--- src/rtl/seq_detect_par.sv ---
// Detector implementation lives in seq_detect_param.sv.

--- src/rtl/seq_detect_pkg.sv ---
// Shared limits and defaults for the parametrised serial pattern detector.
package seq_detect_pkg;

    localparam int unsigned PatWMin     = 2;
    localparam int unsigned PatWMax     = 16;
    localparam int unsigned PatWDefault = 3;
    localparam logic [PatWDefault-1:0] PatDefault = 3'b101;
    localparam int unsigned CntWDefault = 8;

endpackage

--- src/rtl/sat_counter.sv ---
// Saturating up-counter with synchronous clear; clear beats increment.
module sat_counter #(
    parameter int unsigned CNT_W = 8
) (
    input  logic             clk,
    input  logic             reset,
    input  logic             inc_i,
    input  logic             clr_i,
    output logic [CNT_W-1:0] count_o
);

    logic [CNT_W-1:0] count_q, count_d;

    always_comb begin
        count_d = count_q;
        if (clr_i) begin
            count_d = '0;
        end else if (inc_i && (count_q != '1)) begin
            count_d = count_q + CNT_W'(1);
        end
    end

    always_ff @(posedge clk) begin
        if (reset) begin
            count_q <= '0;
        end else begin
            count_q <= count_d;
        end
    end

    assign count_o = count_q;

endmodule

--- src/rtl/seq_detect_param.sv ---
// Serial pattern detector with runtime-loadable pattern, overlap select and a
// saturating match counter. Prefix length is recomputed from the bit history.
module seq_detect_param
    import seq_detect_pkg::*;
#(
    parameter int unsigned      PAT_W       = PatWDefault,
    parameter logic [PAT_W-1:0] PAT_DEFAULT = PAT_W'(PatDefault),
    parameter int unsigned      CNT_W       = CntWDefault
) (
    input  logic                         clk,
    input  logic                         reset,
    input  logic                         in_valid_i,
    input  logic                         in_bit_i,
    input  logic                         overlap_i,
    input  logic                         pat_load_i,
    input  logic [PAT_W-1:0]             pat_value_i,
    input  logic                         count_clr_i,
    output logic                         match_o,
    output logic [CNT_W-1:0]             match_count_o,
    output logic [$clog2(PAT_W+1)-1:0]   prefix_len_o
);

    localparam int unsigned LenW = $clog2(PAT_W + 1);

    logic [PAT_W-1:0] pat_q, pat_d;
    logic [PAT_W-1:0] hist_q, hist_d;
    logic [LenW-1:0]  fill_q, fill_d;
    logic [LenW-1:0]  len_q, len_d;
    logic             match_q, match_d;

    logic [PAT_W-1:0] hist_shift;
    logic [LenW-1:0]  fill_inc;
    logic [LenW-1:0]  k_new;
    logic [PAT_W-1:0] mask;

    // hist_shift[0] is the newest bit; fill tracks how many history bits are real.
    always_comb begin
        hist_shift = {hist_q[PAT_W-2:0], in_bit_i};
        fill_inc   = (fill_q == LenW'(PAT_W)) ? fill_q : fill_q + LenW'(1);
        k_new      = '0;
        mask       = '0;
        for (int k = 1; k <= PAT_W; k++) begin
            mask = {PAT_W{1'b1}} >> (PAT_W - k);
            if ((LenW'(k) <= fill_inc) &&
                (((hist_shift ^ (pat_q >> (PAT_W - k))) & mask) == '0)) begin
                k_new = LenW'(k);
            end
        end
    end

    always_comb begin
        pat_d   = pat_q;
        hist_d  = hist_q;
        fill_d  = fill_q;
        len_d   = len_q;
        match_d = 1'b0;
        if (pat_load_i) begin
            pat_d  = pat_value_i;
            hist_d = '0;
            fill_d = '0;
            len_d  = '0;
        end else if (in_valid_i) begin
            match_d = (k_new == LenW'(PAT_W));
            if (match_d && !overlap_i) begin
                hist_d = '0;
                fill_d = '0;
                len_d  = '0;
            end else begin
                hist_d = hist_shift;
                fill_d = fill_inc;
                len_d  = k_new;
            end
        end
    end

    always_ff @(posedge clk) begin
        if (reset) begin
            pat_q   <= PAT_DEFAULT;
            hist_q  <= '0;
            fill_q  <= '0;
            len_q   <= '0;
            match_q <= 1'b0;
        end else begin
            pat_q   <= pat_d;
            hist_q  <= hist_d;
            fill_q  <= fill_d;
            len_q   <= len_d;
            match_q <= match_d;
        end
    end

    sat_counter #(
        .CNT_W (CNT_W)
    ) u_count (
        .clk     (clk),
        .reset   (reset),
        .inc_i   (match_d),
        .clr_i   (count_clr_i),
        .count_o (match_count_o)
    );

    assign match_o      = match_q;
    assign prefix_len_o = len_q;

endmodule

--- config.mk ---
export PLATFORM = sky130hd
export DESIGN_NAME = seq_detect_param
export DESIGN_NICKNAME = d
export VERILOG_FILES = /design/src/rtl/seq_detect_par.sv /design/src/rtl/seq_detect_pkg.sv /design/src/rtl/sat_counter.sv /design/src/rtl/seq_detect_param.sv
export SDC_FILE = /design/constraint.sdc
export NUM_CORES = 1
export LEC_CHECK = 0
export CORE_MARGIN = 1.5
export CORE_UTILIZATION = 44
export DETAILED_ROUTE_END_ITERATION = 12
export GPL_ROUTABILITY_DRIVEN = 0
export PLACE_DENSITY = 0.68
export SETUP_SLACK_MARGIN = 0.05
export SLEW_MARGIN = 5
export SYNTH_ARGS = -nofsm -noshare
export SYNTH_HDL_FRONTEND = slang
export SYNTH_HIERARCHICAL = 1
export SYNTH_SLANG_ARGS = --single-unit
--- constraint.sdc ---
create_clock -name clk -period 2.1 [get_ports clk]
set_input_delay 0.21 -clock clk [delete_from_list [all_inputs] [get_ports clk]]
set_output_delay 0.21 -clock clk [all_outputs]
set_load 0.005 [all_outputs]
* Word level (Yosys, flattened, before mapping)
Index checks and enable logic that the tools add are counted.
Cells by class: order comparisons 3, reduce and logical (&&, ||, !) cells 11, bitwise logic cells 3, muxes and demuxes 9, add/sub/neg operators 2, equality and inequality tests 3
Operators with widths (count):
- 2-bit two-way mux | 6
- 3-bit zero test | 3
- 8-bit by 1-bit adder with 8-bit output, second input constant | 1
- 8-bit inequality test, second input constant | 1
- 1-bit logical AND | 5
- 2-bit equality test, second input constant | 2
- 2-bit less-or-equal comparator, first input constant | 2
- 2-bit OR reduction | 2
- 1-bit two-way mux | 3
- 3-bit bitwise XOR | 1
- 2-bit by 1-bit adder with 2-bit output, second input constant | 1
- 1-bit by 2-bit less-or-equal comparator with 1-bit output, first input constant | 1
- 2-bit bitwise XOR | 1
- 1-bit zero test | 1
- 1-bit bitwise XOR | 1
Word-level totals: bits of input ports 10, output and inout port bits 11, register bits 18

* Depth between registers and ports, before layout
depth in word-level cells 11, mapped depth 7, gate-level depth less buffers 6

* Hierarchy
The synthesis kept the hierarchy.
By module, submodules not included:
- seq_detect_param | cells an instance 50, times used 1, area an instance 489.2 um^2
- sat_counter | cells an instance 47, times used 1, area an instance 435.4 um^2

* Worst setup path after synthesis
OpenSTA, ideal clock, no wires.
path kind register to register, start point reg hist_q[0], end point reg u_count.count_q[5] (netlist: u_count/count_o[5]), arrival time 1651 ps, setup time 100 ps, period minus slack after synthesis 1750 ps, stages on the path, launching flop included 7, path buffers 0, setup slack 350 ps, path through dfxtp_1 -> xnor2_1 -> nand4_2 -> nor2_1 -> and4_1 -> a31oi_1 -> a2111oi_4
Between the ends: longest elaborated chain between the ends 9
RTL lines:
- start, declared | line seq_detect_param.sv:26 | logic [PAT_W-1:0] hist_q, hist_d;
- start signal, assigned | line seq_detect_param.sv:85 | hist_q <= hist_d;
- 2-bit bitwise XOR | line seq_detect_param.sv:45 | (((hist_shift ^ (pat_q >> (PAT_W - k))) & mask) == '0)) begin
- 3-bit zero test | line seq_detect_param.sv:45
- 1-bit logical AND | line seq_detect_param.sv:44 | if ((LenW'(k) <= fill_inc) &&
- 2-bit two-way mux | line seq_detect_param.sv:44
- 2-bit two-way mux (*) | line seq_detect_param.sv:44
- 2-bit equality test (*) | line seq_detect_param.sv:63 | match_d = (k_new == LenW'(PAT_W));
- 1-bit two-way mux (*) | line seq_detect_param.sv:62 | end else if (in_valid_i) begin
- 1-bit two-way mux (*) | line seq_detect_param.sv:57 | if (pat_load_i) begin
- net match_d | line seq_detect_param.sv:29 | logic match_q, match_d;
- 1-bit logical AND (*) | line sat_counter.sv:18 | end else if (inc_i && (count_q != '1)) begin
- end signal, assigned | line sat_counter.sv:27 | count_q <= count_d;
- end, declared | line sat_counter.sv:12 | logic [CNT_W-1:0] count_q, count_d;
The timed path passes the listed nets; every way through them passes the cells marked *. A chain may end at the register's enable or synchronous reset.

* Worst setup path in the final report
start point reg pat_q[2], end point reg u_count.count_q[5] (netlist: u_count/count_o[5])
Between the ends: longest elaborated chain between the ends 10
RTL lines:
- start, declared | line seq_detect_param.sv:25 | logic [PAT_W-1:0] pat_q, pat_d;
- start signal, assigned | line seq_detect_param.sv:84 | pat_q <= pat_d;
- 1-bit bitwise XOR | line seq_detect_param.sv:45
- 3-bit zero test | line seq_detect_param.sv:45
- 1-bit logical AND | line seq_detect_param.sv:44
- 1-bit two-way mux | line seq_detect_param.sv:44
- 2-bit two-way mux | line seq_detect_param.sv:44
- 2-bit two-way mux (*) | line seq_detect_param.sv:44
- 2-bit equality test (*) | line seq_detect_param.sv:63
- 1-bit two-way mux (*) | line seq_detect_param.sv:62
- 1-bit two-way mux (*) | line seq_detect_param.sv:57
- net match_d | line seq_detect_param.sv:29
- 1-bit logical AND (*) | line sat_counter.sv:18
Marks and branches as above.

==> impl_metrics.env <==
export IMPL_antenna_left=0
export IMPL_start_util_pct=47.1
export IMPL_drtIter0Drc=9
export IMPL_drv_cap=0
export IMPL_required_ns=2.31
export IMPL_antenna_found_initial=0
export IMPL_grt_usage_pct=17.7
export IMPL_placement_rows=16
export IMPL_crit_family="simple AND/OR/NAND/NOR gates"
export IMPL_synth_top_family_by_area="simple AND/OR/NAND/NOR gates"
export IMPL_hold_viol_final=0
export IMPL_crit_cells=6
export IMPL_cts_buffers=3
export IMPL_reg2reg_from="pat_q[2]"
export IMPL_ctsResizeCount=0
export IMPL_grt_max_degree=12
export IMPL_clk_latency_ns=0.30
export IMPL_p_switching_mw=0.151
export IMPL_die_w_microns=48.8
export IMPL_synth_cell_type_count=37
export IMPL_startpoint_type="flop"
export IMPL_syn_area_sq_um=925
export IMPL_p_int_mw=0.493
export IMPL_area_growth_syn_to_layout_pct=31.7
export IMPL_ys_seq_elements=18
export IMPL_p_sw_share_pct=23.4
export IMPL_post_drt_wl_per_cell_microns=12.5
export IMPL_synth_cells=97
export IMPL_ys_seq_area_share_pct=39.0
export IMPL_cts_sinks=18
export IMPL_fmax_mhz=545
export IMPL_synth_main_ff_cell="dfxtp_1"
export IMPL_p_comb_share_pct=10.6
export IMPL_synth_top_area_share_pct=39.0
export IMPL_path_cells="xnor2_2 -> nand4_2 -> nor2_1 -> and4_1 -> a31oi_1 -> a2111oi_4"
export IMPL_yosysWarnings=6
export IMPL_synth_simple_area_share_pct=28.1
export IMPL_cp_data_arrival_time_ns=2.05
export IMPL_cp_slowest_cell="dfxtp_1"
export IMPL_cp_end_kind="flop"
export IMPL_die_area_sq_um=2390
export IMPL_hpwlAfterDp_microns=1450
export IMPL_syn_avg_cell_area_sq_um=9.53
export IMPL_multi_input_area_sq_um=538
export IMPL_setup_worst_path_end="u_count/count_o[5]"
export IMPL_clockRootBuffer="clkbuf_4"
export IMPL_drive_above_1_share_pct=12.9
export IMPL_r2r_cells=6
export IMPL_setup_violations=0
export IMPL_route_detailed_drc=0
export IMPL_cts_path_max_buffers=2
export IMPL_synth_compound_area_share_pct=16.8
export IMPL_r2r_slack_ns=0.27
export IMPL_timing_setup_tns_ns=0
export IMPL_rsz0062_at_grt="no"
export IMPL_viasPerCell=5.38
export IMPL_synth_adder_area_share_pct=1.35
export IMPL_firstDrtPassIters=4
export IMPL_power_density_nw_per_um2=529
export IMPL_fin_crit_ns=1.83
export IMPL_die_y_microns=48.8
export IMPL_status="finished, final reports clean"
export IMPL_leakage_nw=0.448
export IMPL_fin_nets=136
export IMPL_core_sq_um=1960
export IMPL_fin_skew_ns=0.00236
export IMPL_cp_max_fo=6
export IMPL_synthTopCellsByCount="18 x dfxtp_1, 8 x nand2_1, 8 x nor2_1"
export IMPL_num_antenna_cells=0
export IMPL_relSlewSlack_pct=70.1
export IMPL_cts_setup_buffers=0
export IMPL_power_frac_clock_pct=34.1
export IMPL_portBuffers=20
export IMPL_worst_pin_slew_ns=0.447
export IMPL_grt_pass1_vias=764
export IMPL_synth_area_mux_share_pct=5.41
export IMPL_n_fill_cell=189
export IMPL_netlist_top_cell_by_area="dfxtp_1"
export IMPL_tritoncts="built"
export IMPL_clk_pin_slew_ns=0.11
export IMPL_drv_slew=0
export IMPL_period_share_pct=87.3
export IMPL_sequentialPowerShare_pct=55.4
export IMPL_crit_type="flop to flop"
export IMPL_stdcell_area_sq_um=1220
export IMPL_ir_worst_vdd_mv=0.391
export IMPL_synth_most_common_cell="dfxtp_1"
export IMPL_reg2reg_to="u_count/count_o[5]"
export IMPL_synth_area_leaders="dfxtp_1 39%, mux2i_1 5.4%, xnor2_1 3.8%"
export IMPL_vias=813
export IMPL_wl_microns=1890
export IMPL_critPathBufInv=0
export IMPL_synthXorXnorAreaFrac_pct=6.50
export IMPL_synth_edf_count=0
export IMPL_h_tree_depth=1
export IMPL_startpoint="pat_q[2]"
export IMPL_syn_num_nets=108
export IMPL_max_stage_delay_ns=0.49
export IMPL_ys_async_sr_fraction_pct=0
export IMPL_placed_cell_area_sq_um=1180
export IMPL_hold_path_class="flop to flop"
export IMPL_grt_overflow=0
export IMPL_ctsHoldBuffers=0
export IMPL_seqCellArea_sq_um=360
export IMPL_grt_pass1_wl_microns=3250
export IMPL_ios=21
-- registers in the layout (all words and copies together), names as in the netlist --
signal           count
fill_q               2
prefix_len_o         2
pat_q                3
hist_q               2
u_count/count_o      8
match_o              1
-- power groups by stage --
| stage | Sequential, mW | Clock (mW) | Combinational [mW] |
|---|---|---|---|
| after floorplan | 0.361 | 0 | 0.0366 |
| after global placement | 0.364 | 0 | 0.0674 |
| after detailed placement | 0.364 | 0 | 0.0686 |
| after CTS | 0.356 | 0.226 | 0.0688 |
| after global routing | 0.358 | 0.241 | 0.0744 |
| final | 0.356 | 0.219 | 0.0681 |
-- cell families after synthesis --
family / Yosys count
AOI/OAI and AO/OA: 18
xor gates and xnor gates: 6
adders and majority gates: 1
buffers and inverters: 4
DFF: 18
muxes: 5
and+or+nand+nor: 45
-- area by class of cell --
class	instances	area share, %
Clock buffer	4	2.98
Sequential cell	18	29.6
Multi-Input combinational cell	75	44.2
Inverter	1	0.308
Tap cell	27	2.77
Timing Repair Buffer	26	20.1
-- stage by stage --
stage                     util, %  power, mW  cells  hold WS, ns  setup WS (ns)
after global routing         62.1      0.674    151        0.484         0.0898
after detailed placement     60.2      0.433    147        0.448         0.0303
final                        62.1      0.644    151        0.468          0.266
after global placement       60.2      0.432    147        0.441         0.0729
after CTS                    62.1      0.652    151        0.475          0.258
after floorplan                 -      0.398     97        0.274          0.350
-- layout by cell type (no fill, tap or decap), types with 2 or more instances in the layout --
cell type	count
nand3_1	3
nand2b_1	2
buf_4	6
clkdlybuf4s50_1	20
nand2_1	8
nor2_1	8
clkbuf_4	3
a32o_1	3
xnor2_1	4
nand4_1	3
or3_1	3
mux2i_1	5
dfxtp_1	18
and4_1	2
a21oi_1	5
nor2b_1	2
and3_1	4
a21boi_1	2
nor3_1	3
a211o_1	2
-- per-layer routing --
layer	track usage (%)	vias to the layer above	part of all wire [%]
li1	-	417	-
met1	21.5	379	46
met2	29.9	15	51
met3	3.68	2	2.8
met4	8.10	0	0.79
met5	0	-	0
-- tightest hold or removal path, delay by kind of cell (launching register included) --
| family | cells | cell delay [ns] |
|---|---|---|
| DFF | 1 | 0.34 |
| and+or+nand+nor | 2 | 0.11 |
-- how the worst min path moves through the flow --
stage          cells after the start            endpoint       startpoint  slack, ns
2_1_floorplan                      1  u_count/count_o[5]      count_clr_i       0.27
6_report                           2     prefix_len_o[0]  prefix_len_o[0]       0.47
5_1_grt                            2            pat_q[0]   pat_value_i[0]       0.48
4_1_cts                            2     prefix_len_o[0]  prefix_len_o[0]       0.47
3_3_place_gp                       2     prefix_len_o[0]  prefix_len_o[0]       0.44
3_5_place_dp                       2     prefix_len_o[0]  prefix_len_o[0]       0.45
Power figures use the tool's default switching activity.
